`src/rtl/timer_pkg.sv`:
```
// Shared types and constants for the 1 Hz BCD down-count timer controller.
// Latency: none (declarations only).
// Backpressure: not applicable.
package timer_pkg;

  typedef enum logic [2:0] {
    IDLE  = 3'd0,
    ENT_T = 3'd1,
    ENT_O = 3'd2,
    READY = 3'd3,
    RUN   = 3'd4,
    PAUSE = 3'd5,
    DONE  = 3'd6
  } state_t;

  localparam logic [7:0] BCD_ZERO      = 8'h00;
  localparam logic [3:0] BCD_DIGIT_MAX = 4'd9;

  // Saturate a keyed-in digit so the preset can never hold a non-BCD nibble.
  function automatic logic [3:0] clamp_digit(input logic [3:0] d, input logic [3:0] lim);
    return (d > lim) ? lim : d;
  endfunction

endpackage

```
`src/rtl/timer_ctrl_if.sv`:
```
// Control/status link between the timer controller and the BCD down-counter.
// Latency: none (wiring only).
// Backpressure: none; the counter must act on cnt_load/cnt_en in the cycle they are high.
interface timer_ctrl_if;
  logic       cnt_load;
  logic [7:0] cnt_preset;
  logic       cnt_en;
  logic [7:0] cnt_q;

  modport master (output cnt_load, output cnt_preset, output cnt_en, input  cnt_q);
  modport slave  (input  cnt_load, input  cnt_preset, input  cnt_en, output cnt_q);
endinterface

```
`src/rtl/timer_ctrl_btn_edge.sv`:
```
// Rising-edge detector for a pre-synchronised push-button level.
// Latency: pulse is high for the one cycle following the clock edge that first sees btn=1.
// Backpressure: none; a button held high produces a single pulse.
module btn_edge (
  input  logic clk,
  input  logic clr,
  input  logic btn,
  output logic pulse
);

  logic prev;

  // Remember last level and register the 0->1 transition.
  always_ff @(posedge clk) begin
    if (clr) begin
      prev  <= 1'b0;
      pulse <= 1'b0;
    end else begin
      prev  <= btn;
      pulse <= btn & ~prev;
    end
  end

endmodule

```
`src/rtl/timer_ctrl.sv`:
```
// Run/pause/preset sequencer for the BCD down-counter: preset entry, run gating, alarm and blink.
// Latency: button edge to state change is 2 clk; cnt_en is combinational from tick in RUN.
// Backpressure: none; buttons are edge-detected and the counter obeys cnt_load/cnt_en directly.
module timer_ctrl
  import timer_pkg::*;
#(
  parameter int         ALARM_SECS = 5,
  parameter logic [7:0] BCD_MAX    = 8'h99
) (
  input  logic         clk,
  input  logic         clr,
  input  logic         tick,
  input  logic         load,
  input  logic         start,
  input  logic [3:0]   in,
  timer_ctrl_if.master cnt,
  output logic         blank,
  output logic         alarm,
  output logic [2:0]   state_o
);

  // Per-nibble ceiling: the tighter of the BCD digit limit and the configured maximum.
  localparam logic [3:0] TENS_MAX   = (BCD_MAX[7:4] > BCD_DIGIT_MAX) ? BCD_DIGIT_MAX : BCD_MAX[7:4];
  localparam logic [3:0] ONES_MAX   = (BCD_MAX[3:0] > BCD_DIGIT_MAX) ? BCD_DIGIT_MAX : BCD_MAX[3:0];
  localparam logic [3:0] ALARM_LAST = 4'(ALARM_SECS - 1);

  state_t     state, state_n;
  logic [7:0] preset, preset_n;
  logic       cnt_load_r, cnt_load_n;
  logic       blank_n;
  logic [3:0] acnt, acnt_n;
  logic       load_e, start_e;
  logic       cnt_zero;

  btn_edge u_load_edge  (.clk(clk), .clr(clr), .btn(load),  .pulse(load_e));
  btn_edge u_start_edge (.clk(clk), .clr(clr), .btn(start), .pulse(start_e));

  assign cnt_zero       = (cnt.cnt_q == BCD_ZERO);
  assign cnt.cnt_en     = (state == RUN) && tick && !cnt_zero;
  assign cnt.cnt_load   = cnt_load_r;
  assign cnt.cnt_preset = preset;
  assign alarm          = (state == DONE);
  assign state_o        = state;

  // State, preset, load strobe, blink and alarm tick counter registers.
  always_ff @(posedge clk) begin
    if (clr) begin
      state      <= IDLE;
      preset     <= BCD_ZERO;
      cnt_load_r <= 1'b0;
      blank      <= 1'b0;
      acnt       <= 4'd0;
    end else begin
      state      <= state_n;
      preset     <= preset_n;
      cnt_load_r <= cnt_load_n;
      blank      <= blank_n;
      acnt       <= acnt_n;
    end
  end

  // Next-state logic; load beats start everywhere except RUN and DONE where start wins.
  always_comb begin
    state_n    = state;
    preset_n   = preset;
    cnt_load_n = 1'b0;
    blank_n    = blank;
    acnt_n     = acnt;
    case (state)
      IDLE: begin
        if (load_e) state_n = ENT_T;
      end
      ENT_T: begin
        if (load_e) begin
          preset_n[7:4] = clamp_digit(in, TENS_MAX);
          state_n       = ENT_O;
        end
      end
      ENT_O: begin
        if (load_e) begin
          preset_n[3:0] = clamp_digit(in, ONES_MAX);
          cnt_load_n    = 1'b1;
          state_n       = READY;
        end
      end
      READY: begin
        if (load_e)       state_n = ENT_T;
        else if (start_e) state_n = RUN;
      end
      RUN: begin
        if (start_e) begin
          state_n = PAUSE;
        end else if (cnt_zero) begin
          state_n = DONE;
          acnt_n  = 4'd0;
          blank_n = 1'b0;
        end
      end
      PAUSE: begin
        if (load_e)       state_n = ENT_T;
        else if (start_e) state_n = RUN;
      end
      DONE: begin
        if (start_e) begin
          state_n = IDLE;
          acnt_n  = 4'd0;
          blank_n = 1'b0;
        end else if (tick) begin
          if (acnt == ALARM_LAST) begin
            state_n = IDLE;
            acnt_n  = 4'd0;
            blank_n = 1'b0;
          end else begin
            acnt_n  = acnt + 4'd1;
            blank_n = ~blank;
          end
        end
      end
      default: state_n = IDLE;
    endcase
  end

endmodule
```
`src/flat_wrapper.sv`:
```
// flat-port wrapper written by rule: the top's interface ports become plain ports
module timer_ctrl_flat import timer_pkg::*;
#(
  parameter int         ALARM_SECS = 5,
  parameter logic [7:0] BCD_MAX    = 8'h99
)
  (clk, clr, tick, load, start, in, blank, alarm, state_o, cnt_cnt_load, cnt_cnt_preset, cnt_cnt_en, cnt_cnt_q);
  timer_ctrl_if cnt_i ();
  input  logic clk;
  input  logic clr;
  input  logic tick;
  input  logic load;
  input  logic start;
  input  logic [3:0] in;
  output logic blank;
  output logic alarm;
  output logic [2:0] state_o;
  output wire logic [$bits(cnt_i.cnt_load)-1:0] cnt_cnt_load;
  output wire logic [$bits(cnt_i.cnt_preset)-1:0] cnt_cnt_preset;
  output wire logic [$bits(cnt_i.cnt_en)-1:0] cnt_cnt_en;
  input wire logic [$bits(cnt_i.cnt_q)-1:0] cnt_cnt_q;
  assign cnt_cnt_load = cnt_i.cnt_load;
  assign cnt_cnt_preset = cnt_i.cnt_preset;
  assign cnt_cnt_en = cnt_i.cnt_en;
  assign cnt_i.cnt_q = cnt_cnt_q;
  timer_ctrl #(.ALARM_SECS(ALARM_SECS), .BCD_MAX(BCD_MAX)) u_core (.clk(clk), .clr(clr), .tick(tick), .load(load), .start(start), .in(in), .cnt(cnt_i), .blank(blank), .alarm(alarm), .state_o(state_o));
endmodule
```
`config.mk`:
```
export PLATFORM = sky130hd
export DESIGN_NAME = timer_ctrl_flat
export DESIGN_NICKNAME = d
export VERILOG_FILES = /design/src/rtl/timer_pkg.sv /design/src/rtl/timer_ctrl_if.sv /design/src/rtl/timer_ctrl_btn_edge.sv /design/src/rtl/timer_ctrl.sv /design/src/flat_wrapper.sv
export SDC_FILE = /design/constraint.sdc
export NUM_CORES = 1
export LEC_CHECK = 0
export ABC_CLOCK_PERIOD_IN_PS = 1800
export CAP_MARGIN = 20
export CORE_ASPECT_RATIO = 1.1
export CORE_MARGIN = 2
export CORE_UTILIZATION = 35
export DETAILED_ROUTE_END_ITERATION = 6
export PLACE_DENSITY_LB_ADDON = 0.3
export SLEW_MARGIN = 20
export SYNTH_ARGS = -nofsm -noshare
export SYNTH_HDL_FRONTEND = slang
export SYNTH_SLANG_ARGS = --single-unit
```
`constraint.sdc`:
```
create_clock -name clk -period 1.8 [get_ports clk]
set_input_delay 0.36 -clock clk [delete_from_list [all_inputs] [get_ports clk]]
set_output_delay 0.36 -clock clk [all_outputs]
set_load 0.05 [all_outputs]
```
==> results.md <==
* Routed len/inst at 12.6 µm
* Status: completed
* Critical setup path kind: flop to primary output
* ANT cells at 0
* Vias in the first global route at 896
* Most used flip-flop cell after synthesis: dfxtp_1
* Crit path max fanout at 14
* Syn_area_per_cell at 9.51 µm²
* Largest net degree at the start of global routing at 16
* DR vias at 958
* Hold Crit Depth at 1
* Final WL at 2.31 mm
* Unrepaired setup endpoints after global routing: no
* Longest Clk Path Bufs at 2
* GRT met3 Usage at 0.0396
* Achievable frequency at 587 MHz
* Post-Layout Cell Count at 183
* Leakage at 0.000580 µW
* CP Capture Type: primary output
* Register area share after synthesis at 0.391
* Share of post-route cells with drive strength above 1 at 0.268
* Clk Latency, worst-skew pair at 0.29 ns
* Min-Delay Path Class: flop to flop
* Core footprint at 3000 µm²
* Final setup viols at 0
* GRT Residual Overflow at 0
* Met1 usage at 0.169
* Critical path depth at 3
* Worst Hold Launch: u_core.u_start_edge.prev
* Area growth syn-to-layout at 38.3%
* Flop2flop setup slack at 0.16 ns
* Pwr per Cell Area at 544 nW/µm²
* Max-slew violations at 0
* Die Width at 56.8 µm
* Hold Worst Slack at 0.390 ns
* First-pass GRT wire length at 3.97 mm
* Post-synth top cells: 21 x dfxtp_1, 14 x nor2_1, 8 x nor2b_1, 7 x mux2i_1, 6 x o21ai_0
* Total negative slack at 0 ns
* Least-Margin Pin Slew at 0.439 ns
* Post-layout net count at 169
* Slew HR at 0.706
* Slowest CP cell: dfxtp_4
* GRT Total Usage at 0.140
* GRT busiest layer: met2
* Critical R2R Capture: u_core.state_o[1]
* Fin crit share at 0.946
* Post-synth top area cell: dfxtp_1
* Final min period at 1.70 ns
* Filler cells at 300
* Post-synthesis async set-or-reset flop share at 0
* Post-Place Cells at 178
* Flops & latches, synth at 21
* Crit path cell chain: nand2b_4 -> nor4b_4 -> buf_12
* Worst path buffer plus inverter count at 1
* CTS tree: done
* Synth warn at 0
* Buffers added on ports at 31
* Most numerous cell in the Yosys netlist: dfxtp_1
* Clk slew on worst S/H paths at 0.11 ns
* Routability cong. at 0.794
* Iteration-0 DRC Markers at 18
* Post-synth EDFFs at 0
* TritonCTS buffer count at 3
* I/O pins at 32
* Via density at 5.23
* Critical Path Start: u_core.state_o[0]
* Post-Syn Instances at 113
* Final hold vios at 0
* DP Wirelength at 1.77 mm
* Height of the die at 62.1 µm
* Critical path's top delay family: simple AND/OR/NAND/NOR gates
* Antenna-violating nets left at 0
* CTS H-tree depth at 1
* CP max stage delay at 0.41 ns
* Worst Hold Path EP: u_core.u_start_edge.pulse
* Clk Tree Root Cell: clkbuf_4
* Clock Sinks at 21
* Peak supply drop at 374 µV
* Drt pass-1 iters at 4
* CP startpoint kind: flop
* Worst r2r src: u_core.acnt[1]
* Arrival @ worst endpoint at 1.34 ns
* Top-area cell type share of the netlist area at 0.391
* FP Rows at 21
* Mapped cell area at 1070 µm²
* R2r worst-path depth at 7
* Met2 GRT Util at 0.233
* Initial core utilization at 0.359
* # DRC at 0
* Required time of the critical path at 1.44 ns
* Die ar. at 3530 µm²
* Syn nets at 132
* Skew final at 0.00686 ns
* Max-cap violations at 0
* Post-synthesis cell type count at 42
* Synth top area cells: dfxtp_1 39%, mux2i_1 6.5%, nor2_1 4.9%
* Initial antenna violation count at 0
==> timing repair <==
action	4_1_cts	5_1_grt
gates resized for setup	12	2
hold buffers	0	0
cloned	0	0
setup endpoints to repair	1	2
setup buffers	1	0
pin swaps	1	0
==> power breakdown <==
part | internal [µW] | switching, µW | total [µW]
sequential | 472 | 13.5 | 485
clock | 86.1 | 128 | 214
combinational | 58.6 | 50.4 | 109
total | 617 | 192 | 808
==> worst reg2reg max path: cells and delay by family, from the launching register on <==
kind            cells  cell delay (ns)
simple gates        2             0.65
flops               1             0.34
fa+ha+maj           1             0.14
buf+inv             1             0.09
compound gates      3             0.33
==> kinds of logic (layout without fill, tap and decap cells) <==
logic type                 after synthesis  count (layout)  share of synthesized area
AOI/OAI and AO/OA                       26              26                      0.170
adders and majority gates                2               2                     0.0233
buffers and inverters                   10              46                     0.0570
DFF                                     21              21                      0.391
muxes                                    7               7                     0.0652
and+or+nand+nor                         47              47                      0.293
==> through the flow <==
stage | worst slack (ns) | power, µW | cell area, µm² | util
after floorplan | 0.0496 | 553 | 1090 | -
after global placement | -0.228 | 610 | 1450 | 0.483
after global routing | 0.0341 | 853 | 1490 | 0.496
after detailed placement | -0.269 | 613 | 1450 | 0.483
after CTS | 0.0294 | 825 | 1480 | 0.495
final | 0.0973 | 808 | 1490 | 0.496
==> routing by layer <==
| layer | wire length [µm] | share of wire |
|---|---|---|
| met5 | 0 | 0 |
| met4 | 0 | 0 |
| met3 | 204 | 0.088 |
| met2 | 1140 | 0.49 |
| met1 | 963 | 0.42 |
==> area by class of cell <==
type | instances | area (µm²) | share of cell area
timing repair buffer | 38 | 353 | 0.237
clock buffer | 4 | 26.3 | 0.0177
sequential | 21 | 429 | 0.289
inverter | 4 | 15.0 | 0.0101
tap | 34 | 42.5 | 0.0286
multi-input combinational | 82 | 621 | 0.418
==> cells in the final DEF (no fill, tap or decap), types with 2 or more instances in the layout <==
cell and instances:
nor2b_1 7, inv_1 3, ha_1 2, buf_4 19, nor4b_4 2, nand2_1 2
dfxtp_4 2, a211oi_1 2, buf_12 3, o21ai_0 6, nor2_1 13, or4_1 3
o31ai_1 2, clkdlybuf4s50_1 8, dfxtp_1 18, a21o_1 3, nor4_2 2, clkbuf_4 3
a21oi_1 3, nand2b_1 3, a31oi_1 3, mux2i_1 7, dlygate4sd2_1 8, nor3b_1 2
==> worst max path at each step <==
stage                                   end  slack (ns)
after global routing             cnt_cnt_en        0.03
after floorplan           u_core.state_o[2]        0.05
final                            cnt_cnt_en         0.1
after detailed placement  u_core.state_o[1]       -0.27
after global placement    u_core.state_o[1]       -0.23
after CTS                        cnt_cnt_en        0.03
==> sequential cells by signal, summed over array words and instances, names as in the netlist <==
register and count:
u_core.acnt 4, u_core.blank 1, u_core.cnt.cnt_load 1, u_core.cnt.cnt_preset 8
u_core.state_o 3, u_core.u_load_edge.prev 1, u_core.u_load_edge.pulse 1, u_core.u_start_edge.prev 1
u_core.u_start_edge.pulse 1
Note: power is estimated with default switching activity, not from simulation.
